<file path="src/rtl/mult8_ctrl_pkg.sv">
// Shared encodings for the 8x8 multiplier sequencing controller.
package mult8_ctrl_pkg;

  typedef enum logic [1:0] {
    IDLE = 2'd0,
    CLR  = 2'd1,
    CALC = 2'd2,
    DONE = 2'd3
  } state_t;

  localparam logic [1:0] SHIFT_0   = 2'd0;
  localparam logic [1:0] SHIFT_4   = 2'd1;
  localparam logic [1:0] SHIFT_8   = 2'd2;
  localparam logic [1:0] LAST_STEP = 2'd3;

endpackage

</file>
<file path="src/rtl/mult8_ctrl_if.sv">
// Handshake plus datapath-steering bundle between the controller and its surroundings.
interface mult8_ctrl_if;

  logic       start;
  logic       a_sel;
  logic       b_sel;
  logic [1:0] shift_sel;
  logic       acc_clk_en;
  logic       acc_sclr_n;
  logic       busy;
  logic       done;
  logic       overrun;
  logic [1:0] state_out;

  modport slave (
    input  start,
    output a_sel, b_sel, shift_sel, acc_clk_en, acc_sclr_n,
    output busy, done, overrun, state_out
  );

  modport master (
    output start,
    input  a_sel, b_sel, shift_sel, acc_clk_en, acc_sclr_n,
    input  busy, done, overrun, state_out
  );

endinterface

</file>
<file path="src/rtl/mult8_ctrl_step_cnt.sv">
// 2-bit partial-product step counter: async active-low reset, sync clear over enable,
// terminal count at LAST_STEP.
module step_cnt
  import mult8_ctrl_pkg::*;
(
  input  logic       clk,
  input  logic       rst_n,
  input  logic       clr_i,
  input  logic       en_i,
  output logic [1:0] cnt_o,
  output logic       tc_o
);

  logic [1:0] cnt_q, cnt_d;

  always_comb begin
    cnt_d = cnt_q;
    if (clr_i)     cnt_d = '0;
    else if (en_i) cnt_d = cnt_q + 2'd1;
  end

  always_ff @(posedge clk or negedge rst_n) begin
    if (!rst_n) cnt_q <= '0;
    else        cnt_q <= cnt_d;
  end

  assign cnt_o = cnt_q;
  assign tc_o  = (cnt_q == LAST_STEP);

endmodule

</file>
<file path="src/rtl/mult8_ctrl.sv">
// Sequencer time-sharing one 4x4 multiplier over four partial products into a
// 16-bit accumulator; Moore outputs, registered sticky overrun.
module mult8_ctrl
  import mult8_ctrl_pkg::*;
#(
  parameter bit AUTO_CLR = 1'b1
) (
  input  logic         clk,
  input  logic         reset_n,
  mult8_ctrl_if.slave  bus
);

  // Where an accepted start lands: CLR normally, straight into CALC when accumulating.
  localparam state_t START_ST = AUTO_CLR ? CLR : CALC;

  state_t     state_q, state_d;
  logic       overrun_q, overrun_d;
  logic       accept;
  logic [1:0] step;
  logic       step_tc;

  step_cnt u_step (
    .clk   (clk),
    .rst_n (reset_n),
    .clr_i (state_q != CALC),
    .en_i  (state_q == CALC),
    .cnt_o (step),
    .tc_o  (step_tc)
  );

  always_comb begin
    state_d   = state_q;
    accept    = 1'b0;
    overrun_d = overrun_q;
    case (state_q)
      IDLE: if (bus.start) begin
        state_d = START_ST;
        accept  = 1'b1;
      end
      CLR:  state_d = CALC;
      CALC: if (step_tc) state_d = DONE;
      DONE: begin
        state_d = IDLE;
        if (bus.start) begin
          state_d = START_ST;
          accept  = 1'b1;
        end
      end
      default: state_d = IDLE;
    endcase
    if (bus.start && (state_q == CLR || state_q == CALC)) overrun_d = 1'b1;
    if (accept) overrun_d = 1'b0;
  end

  always_ff @(posedge clk or negedge reset_n) begin
    if (!reset_n) begin
      state_q   <= IDLE;
      overrun_q <= 1'b0;
    end else begin
      state_q   <= state_d;
      overrun_q <= overrun_d;
    end
  end

  always_comb begin
    bus.a_sel      = 1'b0;
    bus.b_sel      = 1'b0;
    bus.shift_sel  = SHIFT_0;
    bus.acc_clk_en = 1'b0;
    bus.acc_sclr_n = 1'b1;
    bus.busy       = 1'b0;
    bus.done       = 1'b0;
    case (state_q)
      CLR: begin
        bus.acc_clk_en = 1'b1;
        bus.acc_sclr_n = 1'b0;
        bus.busy       = 1'b1;
      end
      CALC: begin
        bus.acc_clk_en = 1'b1;
        bus.busy       = 1'b1;
        bus.a_sel      = step[1];
        bus.b_sel      = step[0];
        case (step)
          2'd0:    bus.shift_sel = SHIFT_0;
          2'd3:    bus.shift_sel = SHIFT_8;
          default: bus.shift_sel = SHIFT_4;
        endcase
      end
      DONE:    bus.done = 1'b1;
      default: ;
    endcase
  end

  assign bus.overrun   = overrun_q;
  assign bus.state_out = state_q;

endmodule

</file>
<file path="src/flat_wrapper.sv">
// flat-port wrapper written by rule: the top's interface ports become plain ports
module mult8_ctrl_flat import mult8_ctrl_pkg::*;
#(
  parameter bit AUTO_CLR = 1'b1
)
  (clk, reset_n, bus_start, bus_a_sel, bus_b_sel, bus_shift_sel, bus_acc_clk_en, bus_acc_sclr_n, bus_busy, bus_done, bus_overrun, bus_state_out);
  mult8_ctrl_if bus_i ();
  input  logic clk;
  input  logic reset_n;
  input wire logic [$bits(bus_i.start)-1:0] bus_start;
  output wire logic [$bits(bus_i.a_sel)-1:0] bus_a_sel;
  output wire logic [$bits(bus_i.b_sel)-1:0] bus_b_sel;
  output wire logic [$bits(bus_i.shift_sel)-1:0] bus_shift_sel;
  output wire logic [$bits(bus_i.acc_clk_en)-1:0] bus_acc_clk_en;
  output wire logic [$bits(bus_i.acc_sclr_n)-1:0] bus_acc_sclr_n;
  output wire logic [$bits(bus_i.busy)-1:0] bus_busy;
  output wire logic [$bits(bus_i.done)-1:0] bus_done;
  output wire logic [$bits(bus_i.overrun)-1:0] bus_overrun;
  output wire logic [$bits(bus_i.state_out)-1:0] bus_state_out;
  assign bus_i.start = bus_start;
  assign bus_a_sel = bus_i.a_sel;
  assign bus_b_sel = bus_i.b_sel;
  assign bus_shift_sel = bus_i.shift_sel;
  assign bus_acc_clk_en = bus_i.acc_clk_en;
  assign bus_acc_sclr_n = bus_i.acc_sclr_n;
  assign bus_busy = bus_i.busy;
  assign bus_done = bus_i.done;
  assign bus_overrun = bus_i.overrun;
  assign bus_state_out = bus_i.state_out;
  mult8_ctrl #(.AUTO_CLR(AUTO_CLR)) u_core (.clk(clk), .reset_n(reset_n), .bus(bus_i));
endmodule
</file>
<file path="config.mk">
export PLATFORM = sky130hd
export DESIGN_NAME = mult8_ctrl_flat
export DESIGN_NICKNAME = d
export VERILOG_FILES = /design/src/rtl/mult8_ctrl_pkg.sv /design/src/rtl/mult8_ctrl_if.sv /design/src/rtl/mult8_ctrl_step_cnt.sv /design/src/rtl/mult8_ctrl.sv /design/src/flat_wrapper.sv
export SDC_FILE = /design/constraint.sdc
export NUM_CORES = 1
export LEC_CHECK = 0
export ABC_CLOCK_PERIOD_IN_PS = 2000
export CAP_MARGIN = 0
export CORE_UTILIZATION = 26
export DETAILED_ROUTE_END_ITERATION = 8
export PLACE_DENSITY = 0.62
export RECOVER_POWER = 25
export SETUP_SLACK_MARGIN = 0.1
export SKIP_LAST_GASP = 1
export SYNTH_ARGS = -nofsm -noshare
export SYNTH_HDL_FRONTEND = slang
export SYNTH_SLANG_ARGS = --single-unit
</file>
<file path="constraint.sdc">
create_clock -name clk -period 2 [get_ports clk]
set_clock_uncertainty 0.15 [all_clocks]
set_input_delay 0.5 -clock clk [delete_from_list [all_inputs] [get_ports clk]]
set_output_delay 0.5 -clock clk [all_outputs]
set_load 0.03 [all_outputs]
</file>
# --- Yosys cells after proc, flatten, opt, wreduce, memory -nomap -nowiden ---
# Index checks and enable logic that the tools add are counted.
op_classes:
  addsub: 1
  eq_ne: 7
  n_mux: 17
  reduce_logical: 9
ops:
  columns: ["operator", "count"]
  rows:
  - ["2-to-1 mux 1 bit", 10]
  - ["2-to-1 mux 2 bit", 5]
  - ["case mux 2 bit (4 select lines)", 1]
  - ["equality test 2 bit, second input constant", 3]
  - ["zero test 2 bit", 2]
  - ["!= test 2 bit, second input constant", 2]
  - ["case mux 2 bit (2 select lines)", 1]
  - ["nonzero test 2 bit", 2]
  - ["OR reduction 2 bit", 2]
  - ["adder 2 x 1 -> 2 bit, second input constant", 1]
  - ["equality test 2 x 1 -> 1 bit, second input constant", 1]
  - ["!= test 2 x 1 -> 1 bit, second input constant", 1]
  - ["AND reduction 2 bit", 1]
  - ["logical AND 1 bit", 1]
  - ["logical OR 1 bit", 1]
totals:
  ff_bits: 5

# --- Longest topological paths before layout ---
# Gate-level depths: netlist of run 1.
depth:
  word_depth: 5
  depth_mapped: 5
  ltp_nobuf: 5

# --- By module ---
# From an unflattened synthesis of run 1, not the netlist that was laid out.
hier_totals:
  cells_unflattened: 34
  area_unflattened_um2: 376.6
by_module_without_submodules:
  columns: ["module", "n_inst", "cells_each", "area_per_inst_um2", "seq_area_each_um2"]
  rows:
  - ["mult8_ctrl", 1, 27, 287.8, 75.1]
  - ["step_cnt", 1, 7, 88.8, 50.0]

# --- Worst setup path before layout of run 1 ---
# Ideal clock, no wire load.
synth_timing:
  path_type: "register to output"
  startpoint: "register u_core.state_q[0], in the netlist u_core.bus.state_out[0]"
  endpoint: "output port bus_busy"
  arrival_time_ns: 1.426
  required_ns: 1.350
  path_slack_ns: -0.076
  stages_incl_launch_ff: 4
  path_cell_list: "dfrtp_1 inv_1 ha_1 buf_4"
synth_via:
  elab_chain_len: 3
  elab_cells_between_ends: 4
synth_rtl:
  columns: ["element", "line_no", "text"]
  rows:
  - ["start, declared", "mult8_ctrl.sv:16", "state_t state_q, state_d;"]
  - ["start signal, assigned", "mult8_ctrl.sv:60", "state_q <= state_d;"]
  - ["equality test 2 bit / equality test 2 x 1 -> 1 bit (equally long branches)", null, null]
  - ["OR reduction 2 bit (no source line) (*)", null, null]
  - ["2-to-1 mux 1 bit (*)", null, null]
  - ["end, declared", "flat_wrapper.sv:16", "output wire logic [$bits(bus_i.busy)-1:0] bus_busy;"]
# Mark *: on every way between the ends. The rest lies on a longest branch, timed or not.

# --- Worst setup path in the final report of run 1 ---
layout_timing:
  startpoint: "register u_core.state_q[0], in the netlist u_core.bus.state_out[0]"
  endpoint: "output port bus_acc_clk_en"
layout_via:
  elab_chain_len: 3
  elab_cells_between_ends: 4
layout_rtl:
  columns: ["element", "line_no", "text"]
  rows:
  - ["equality test 2 bit / equality test 2 x 1 -> 1 bit (equally long branches)", "mult8_ctrl.sv:73", "case (state_q)"]
  - ["OR reduction 2 bit (no source line) (*)", null, null]
  - ["2-to-1 mux 1 bit (*)", "mult8_ctrl.sv:73", null]
  - ["end, declared", "flat_wrapper.sv:14", "output wire logic [$bits(bus_i.acc_clk_en)-1:0] bus_acc_clk_en;"]
# Marked as above.

==> results of run 1 <==
## worst paths after layout
kind                                      endpoint                    start  slack, ns  depth (start not counted)
max in group asynchronous  u_core.bus.state_out[1]                  reset_n       1.07                          1
setup / recovery                    bus_acc_clk_en  u_core.bus.state_out[0]       0.12                          3
setup reg to reg           u_core.bus.state_out[1]   u_core.u_step.cnt_o[0]       0.56                          4
hold / removal              u_core.u_step.cnt_o[0]   u_core.u_step.cnt_o[0]       0.31                          1
hold reg to reg             u_core.u_step.cnt_o[0]   u_core.u_step.cnt_o[0]       0.31                          1
min in group asynchronous   u_core.u_step.cnt_o[1]                  reset_n       0.41                          1
## routing by layer
layer	part of all wire, %	global-route usage, %	vias up	routed length (um)
li1	-	-	130	-
met3	5.0	3.47	0	31
met4	0	5.17	0	0
met2	53	16.3	9	331
met1	42	10.0	110	263
met5	0	0	-	0
## cell families (layout without fill, tap and decap cells)
family,count (synthesis),after routing,share of synthesized area (%)
flip-flops,5,5,36.0
AO/OA/AOI/OAI,3,3,7.55
buffers and inverters,5,22,7.55
AND/OR/NAND/NOR,9,9,19.8
adder cells (fa/ha/maj),6,6,21.6
multiplexers,2,2,7.55
## state kept, by name, summed over array words and instances, names as in the netlist
register and cells:
u_core.u_step.cnt_o 2, u_core.bus.overrun 1, u_core.bus.state_out 2
## timing repair
item                                    in CTS  in global routing
endpoints found under the setup margin      10                  7
pin swaps                                    0                  1
gates resized for setup                      9                  7
hold endpoints to repair                     0                  0
setup buffers                                0                  2
## layout make-up
class	instances	area [um2]
flip-flops and latches	5	128
fillers	116	639
well taps	14	17.5
repair buffers	15	130
inverters	3	13.8
multi-input cells	20	216
clock buffers	4	26.3
## cell usage after synthesis
| master | instances | area, um2 |
|---|---|---|
| buf_4 | 2 | 15.0 |
| mux2_2 | 1 | 11.3 |
| a31o_2 | 1 | 8.76 |
| ha_1 | 6 | 75.1 |
| nand2b_2 | 1 | 8.76 |
| a21oi_1 | 1 | 5.00 |
| and2_1 | 4 | 25.0 |
| dfrtp_1 | 5 | 125 |
| inv_1 | 3 | 11.3 |
| nand2_4 | 1 | 11.3 |
| nand2b_4 | 1 | 13.8 |
| mux2_4 | 1 | 15.0 |
| nor2_1 | 1 | 3.75 |
| nor2b_1 | 1 | 6.26 |
| o31ai_2 | 1 | 12.5 |
## worst max-delay path: stages (launching register included)
cell     delay (ns)
dfrtp_2        0.44
inv_4          0.09
ha_2           0.29
buf_4          0.17
## stage by stage
step	instances	hold slack [ns]	util, %	worst slack, ns	area (um2)
2_1_floorplan	30	0.0544	-	0.128	353
3_3_place_gp	55	0.292	40.0	0.136	468
3_5_place_dp	55	0.297	40.0	0.116	468
4_1_cts	59	0.304	43.1	0.0931	504
5_1_grt	61	0.332	45.4	0.0807	532
6_report	61	0.312	45.4	0.118	532
==> flow_summary.html, run 1 <==
<table>
<tr><th>Metric</th><th>Value</th></tr>
<tr><th colspan="2">Finish</th></tr>
<tr><td>Commonest non-fill, non-tap cells in the layout</td><td>buf_4 (6), ha_1 (4)</td></tr>
<tr><td>Fraction of final layout cells with drive strength greater than 1</td><td>59.6%</td></tr>
<tr><td>Area added between synthesis and finish</td><td>52.9%</td></tr>
<tr><td>Net count reported at finish</td><td>57</td></tr>
<tr><td>Most frequent standard cell in the layout excluding fill and tap cells</td><td>buf_4</td></tr>
<tr><td>Antenna cells</td><td>0</td></tr>
<tr><th colspan="2">Routing</th></tr>
<tr><td>Number of DRC markers in iteration 0</td><td>6</td></tr>
<tr><td>Wire length per cell after detailed routing</td><td>just over 10 um</td></tr>
<tr><td>Total wire length after detailed routing</td><td>626 um</td></tr>
<tr><td>Count of TritonRoute iterations in the first routing pass</td><td>2</td></tr>
<tr><td>DR DRC count</td><td>0</td></tr>
<tr><td>Antenna violation net count after detailed routing</td><td>0</td></tr>
<tr><td>Vias post-DR</td><td>249</td></tr>
<tr><td>Vias per cell</td><td>between 4 and 5</td></tr>
<tr><th colspan="2">Global routing</th></tr>
<tr><td>Grt ovf</td><td>0</td></tr>
<tr><td>Number of antenna violations at the first check in global routing</td><td>0</td></tr>
<tr><td>Global-route wire length before repair</td><td>about 950 um</td></tr>
<tr><td>Overall routing resource usage</td><td>a little under a tenth</td></tr>
<tr><td>Pin count of the biggest net entering global routing</td><td>7</td></tr>
<tr><td>Number of global-route vias before repair</td><td>245</td></tr>
<tr><th colspan="2">Hold path</th></tr>
<tr><td>Worst hold-check path type</td><td>flop to flop</td></tr>
<tr><th colspan="2">Synthesis</th></tr>
<tr><td>Post-synthesis average cell area</td><td>11.6 um2</td></tr>
<tr><td>Seq cells post-synth</td><td>5</td></tr>
<tr><td>Total standard cell area after synthesis</td><td>about 350 um2</td></tr>
<tr><td>Yosys warning count</td><td>0</td></tr>
<tr><td>Syn_nets</td><td>39</td></tr>
<tr><td>Yosys cell types</td><td>15</td></tr>
<tr><td>Post-Syn Instances</td><td>30</td></tr>
<tr><td>Sequential area share after synthesis</td><td>36.0%</td></tr>
<tr><th colspan="2">Clock network</th></tr>
<tr><td>CTS H-tree lvls</td><td>1</td></tr>
<tr><td>Worst skew pair latency</td><td>between 0.2 and 0.25 ns</td></tr>
<tr><td>Number of buffers between clock root and the deepest sink</td><td>2</td></tr>
<tr><td>Root Buffer</td><td>clkbuf_4</td></tr>
<tr><td>Clock slew at reported path FFs</td><td>0.04 ns</td></tr>
<tr><td># hold bufs at CTS</td><td>0</td></tr>
<tr><td>Number of sinks handled by clock tree synthesis</td><td>5</td></tr>
<tr><td>TritonCTS clock tree</td><td>done</td></tr>
<tr><td>Cts bufs inserted</td><td>3</td></tr>
<tr><th colspan="2">Run status</th></tr>
<tr><td>Outcome</td><td>completed</td></tr>
<tr><th colspan="2">Setup path</th></tr>
<tr><td>Required @ worst endpoint</td><td>~1.4 ns</td></tr>
<tr><td>Category of the most critical setup path</td><td>flop to output pin</td></tr>
<tr><td>Critical-path maximum fanout</td><td>5</td></tr>
<tr><td>Arrival time at the worst endpoint</td><td>between 1 and 1.5 ns</td></tr>
<tr><td>Launching element type of the critical path</td><td>flop</td></tr>
<tr><td>Kind of end point of the critical path</td><td>output pin</td></tr>
<tr><th colspan="2">Floorplanning</th></tr>
<tr><td>Core outline area</td><td>between 1000 and 1500 um2</td></tr>
<tr><td>Die width</td><td>roughly 39 um</td></tr>
<tr><td>Die Area</td><td>1490 um2</td></tr>
<tr><td>Starting Density</td><td>29.7%</td></tr>
<tr><td>Die boundary height</td><td>38.6 um</td></tr>
<tr><td>Site row count</td><td>12</td></tr>
<tr><td>Top-level port count</td><td>14</td></tr>
<tr><th colspan="2">STA</th></tr>
<tr><td>Final period demand of the worst path</td><td>between 1.5 and 2 ns</td></tr>
<tr><td>Sum of negative setup slack</td><td>0 ns</td></tr>
<tr><td>Remaining max-slew budget at the tightest pin</td><td>about four fifths</td></tr>
<tr><td>Count of final setup violators</td><td>0</td></tr>
<tr><td>Crit share post-route</td><td>a little over nine tenths</td></tr>
<tr><td>Maximum achievable frequency</td><td>531 MHz</td></tr>
<tr><td>Number of failing hold endpoints at the final stage</td><td>0</td></tr>
<tr><td>Number of slew-limit violations in the final report</td><td>0</td></tr>
<tr><td>Unrepaired setup endpoints after global routing</td><td>true</td></tr>
<tr><td>Worst slew pin tran</td><td>0.313 ns</td></tr>
<tr><th colspan="2">Placement</th></tr>
<tr><td>Post-detail-place hpwl</td><td>~450 um</td></tr>
<tr><td>Port bufs</td><td>13</td></tr>
<tr><td>Global placer's final weighted congestion</td><td>~0.70</td></tr>
<tr><th colspan="2">Run</th></tr>
<tr><td>Maximum Capacitance Violations</td><td>0</td></tr>
</table>
Power of run 1 is left out: the tool's default activity adds up to more than one toggle a clock period on the data nets, which glitch-free logic cannot reach.
==> inputs of run 2 (changes only) <==
--- a/config.mk
+++ b/config.mk
@@ -8,6 +8,7 @@
 export ABC_CLOCK_PERIOD_IN_PS = 2000
 export CAP_MARGIN = 0
 export CORE_UTILIZATION = 26
+export CTS_CLUSTER_SIZE = 28
 export DETAILED_ROUTE_END_ITERATION = 8
 export PLACE_DENSITY = 0.62
 export RECOVER_POWER = 25
==> constraint.sdc (replaced) <==
create_clock -name clk -period 2 [get_ports clk]
set_clock_uncertainty 0.15 [all_clocks]
set_input_delay 0.5 -clock clk [delete_from_list [all_inputs] [get_ports clk]]
set_output_delay 0.5 -clock clk [all_outputs]
set_load 0.05 [all_outputs]
==> run 2 against run 1 <==
Effect of this change: die area stayed put; routed wire length up 3.5%; sequential cell count unchanged; via count increased by 4.4%; count of clock-buffer cells in the layout unchanged; non-clock buffer count grew 2; sequential share of layout area down 4.2 points.
==> flow_summary.html, run 2 (same netlist as run 1, synthesis figures left out) <==
<table>
<tr><th>Metric</th><th>Value</th></tr>
<tr><th colspan="2">Finish</th></tr>
<tr><td>Most frequent standard cell in the layout excluding fill and tap cells</td><td>buf_12</td></tr>
<tr><td>Fraction of final layout cells with drive strength greater than 1</td><td>73.5% (+14 points)</td></tr>
<tr><td>Area added between synthesis and finish</td><td>85.6%</td></tr>
<tr><td>Fill cell total of the finished layout</td><td>101 (-13%)</td></tr>
<tr><td>Net count reported at finish</td><td>59 (+3.5%)</td></tr>
<tr><td>Commonest non-fill, non-tap cells in the layout</td><td>buf_12 (8), buf_4 (7), ha_1 (4)</td></tr>
<tr><td>Antenna cells</td><td>0 (unchanged)</td></tr>
<tr><th colspan="2">Run</th></tr>
<tr><td>Maximum Capacitance Violations</td><td>0 (unchanged)</td></tr>
<tr><th colspan="2">STA</th></tr>
<tr><td>Number of slew-limit violations in the final report</td><td>0 (unchanged)</td></tr>
<tr><td>Final period demand of the worst path</td><td>1.88 ns (-0.00187 ns)</td></tr>
<tr><td>Count of final setup violators</td><td>0 (unchanged)</td></tr>
<tr><td>Worst slew pin tran</td><td>0.222 ns (-0.0901 ns)</td></tr>
<tr><td>Remaining max-slew budget at the tightest pin</td><td>85.1% (+5.9 points)</td></tr>
<tr><td>Sum of negative setup slack</td><td>0 ns (unchanged)</td></tr>
<tr><td>Unrepaired setup endpoints after global routing</td><td>true</td></tr>
<tr><td>Maximum achievable frequency</td><td>532 MHz (about the same)</td></tr>
<tr><td>Crit share post-route</td><td>94.0% (about the same)</td></tr>
<tr><td>Number of failing hold endpoints at the final stage</td><td>0 (unchanged)</td></tr>
<tr><th colspan="2">Hold path</th></tr>
<tr><td>Hold-critical path depth</td><td>1 (unchanged)</td></tr>
<tr><td>Worst hold-check path type</td><td>flop to flop</td></tr>
<tr><th colspan="2">Routing</th></tr>
<tr><td>Vias per cell</td><td>4.13 (+1.1%)</td></tr>
<tr><td>Count of TritonRoute iterations in the first routing pass</td><td>1 (-1)</td></tr>
<tr><td>Vias post-DR</td><td>260 (+4.4%)</td></tr>
<tr><td>Antenna violation net count after detailed routing</td><td>0 (unchanged)</td></tr>
<tr><td>Total wire length after detailed routing</td><td>648 um (+3.5%)</td></tr>
<tr><td>DR DRC count</td><td>0 (unchanged)</td></tr>
<tr><td>Number of DRC markers in iteration 0</td><td>0 (-6)</td></tr>
<tr><td>Wire length per cell after detailed routing</td><td>10.3 um (+0.23%)</td></tr>
<tr><th colspan="2">Global routing</th></tr>
<tr><td>Grt ovf</td><td>0 (unchanged)</td></tr>
<tr><td>Number of antenna violations at the first check in global routing</td><td>0 (unchanged)</td></tr>
<tr><td>Pin count of the biggest net entering global routing</td><td>7 (unchanged)</td></tr>
<tr><td>Number of global-route vias before repair</td><td>258 (+5.3%)</td></tr>
<tr><td>Overall routing resource usage</td><td>9.89% (+0.36 points)</td></tr>
<tr><td>Global-route wire length before repair</td><td>1010 um (+6.6%)</td></tr>
<tr><th colspan="2">Setup path</th></tr>
<tr><td>Cells along the critical path</td><td>ha_4 &gt; and2_2 &gt; buf_12</td></tr>
<tr><td>Delay of the slowest critical-path stage</td><td>0.45 ns (about the same)</td></tr>
<tr><td>Depth of the worst register-to-register path</td><td>5 (+1)</td></tr>
<tr><td>CP max-delay cell</td><td>dfrtp_2</td></tr>
<tr><td>Category of the most critical setup path</td><td>flop to output pin</td></tr>
<tr><td>Critical-path maximum fanout</td><td>6 (+1)</td></tr>
<tr><td>Cell class contributing the biggest share of worst-path delay</td><td>flip-flops</td></tr>
<tr><td>Required @ worst endpoint</td><td>1.35 ns (about the same)</td></tr>
<tr><td>Crit path buffers/inverters</td><td>1 (-1)</td></tr>
<tr><td>Worst reg2reg setup slack</td><td>0.53 ns (-0.03 ns)</td></tr>
<tr><td>Levels on crit path</td><td>3 (unchanged)</td></tr>
<tr><td>Arrival time at the worst endpoint</td><td>1.23 ns (about the same)</td></tr>
<tr><td>Kind of end point of the critical path</td><td>output pin</td></tr>
<tr><td>Launching element type of the critical path</td><td>flop</td></tr>
<tr><th colspan="2">Floorplanning</th></tr>
<tr><td>Core outline area</td><td>1170 um2 (unchanged)</td></tr>
<tr><td>Top-level port count</td><td>14 (unchanged)</td></tr>
<tr><td>Starting Density</td><td>29.7% (unchanged)</td></tr>
<tr><td>Site row count</td><td>12 (unchanged)</td></tr>
<tr><td>Die Area</td><td>1490 um2 (unchanged)</td></tr>
<tr><td>Die width</td><td>38.6 um (unchanged)</td></tr>
<tr><td>Die boundary height</td><td>38.6 um (unchanged)</td></tr>
<tr><th colspan="2">Clock network</th></tr>
<tr><td># hold bufs at CTS</td><td>0 (unchanged)</td></tr>
<tr><td>Number of sinks handled by clock tree synthesis</td><td>5 (unchanged)</td></tr>
<tr><td>TritonCTS clock tree</td><td>done</td></tr>
<tr><td>Cts bufs inserted</td><td>3 (unchanged)</td></tr>
<tr><td>Number of buffers between clock root and the deepest sink</td><td>2 (unchanged)</td></tr>
<tr><td>Root Buffer</td><td>clkbuf_4</td></tr>
<tr><td>Clock slew at reported path FFs</td><td>0.04 ns (about the same)</td></tr>
<tr><td>Worst skew pair latency</td><td>0.24 ns (about the same)</td></tr>
<tr><td>CTS H-tree lvls</td><td>1 (unchanged)</td></tr>
<tr><th colspan="2">Placement</th></tr>
<tr><td>Port bufs</td><td>13 (unchanged)</td></tr>
<tr><td>Global placer's final weighted congestion</td><td>0.764 (+9.7%)</td></tr>
<tr><th colspan="2">Run status</th></tr>
<tr><td>Outcome</td><td>completed</td></tr>
</table>
run 2: changes by cell type in the layout (fill, tap and decap cells not counted):
cell and delta:
clkbuf_2 -1, and2_4 -1, dlygate4sd2_1 -3, and2_2 +3, ha_2 -1, ha_4 +1
inv_1 -1, buf_6 -3, buf_4 +1, buf_12 +8, and2_1 -2, inv_2 +1
run 2: worst paths after layout:
path | start | end
max reg2reg | u_core.bus.state_out[0] | u_core.bus.state_out[0]
min | u_core.u_step.cnt_o[0] | u_core.u_step.cnt_o[0]
min in group asynchronous | reset_n | u_core.bus.overrun
max in group asynchronous | reset_n | u_core.bus.state_out[1]
min reg2reg | u_core.u_step.cnt_o[0] | u_core.u_step.cnt_o[0]
max | u_core.bus.state_out[1] | bus_b_sel
run 2: final cells by class:
cell class	instances	area [um2]	share of cell area [%]
flip-flops and latches	5	128	19.8
clock buffers	4	26.3	4.07
multi-input cells	20	228	35.3
well taps	14	17.5	2.71
inverters	3	13.8	2.13
repair buffers	17	233	36.0
run 2: routing by layer:
metal	share of wire, %	global-route usage (%)
met5	0	0
met1	40	11.4
met3	4.8	0.578
met4	0	7.76
met2	55	16.7
run 2: repair_timing:
action,CTS,global route
gates resized for setup,3,1
hold endpoints to repair,0,0
endpoints found under the setup margin,4,5
pin swaps,0,1
buffers inserted,3,1
run 2: metrics by stage:
step	util [%]	hold WS (ns)	setup WS, ns	cells	instance area (um2)
2_1_floorplan	-	0.0544	0.132	30	373
3_3_place_gp	49.0	0.287	0.196	55	574
3_5_place_dp	49.0	0.293	0.183	55	574
4_1_cts	54.5	0.299	0.112	62	638
5_1_grt	55.1	0.337	0.0813	63	646
6_report	55.1	0.296	0.120	63	646
Power of run 2 is left out for the same reason.
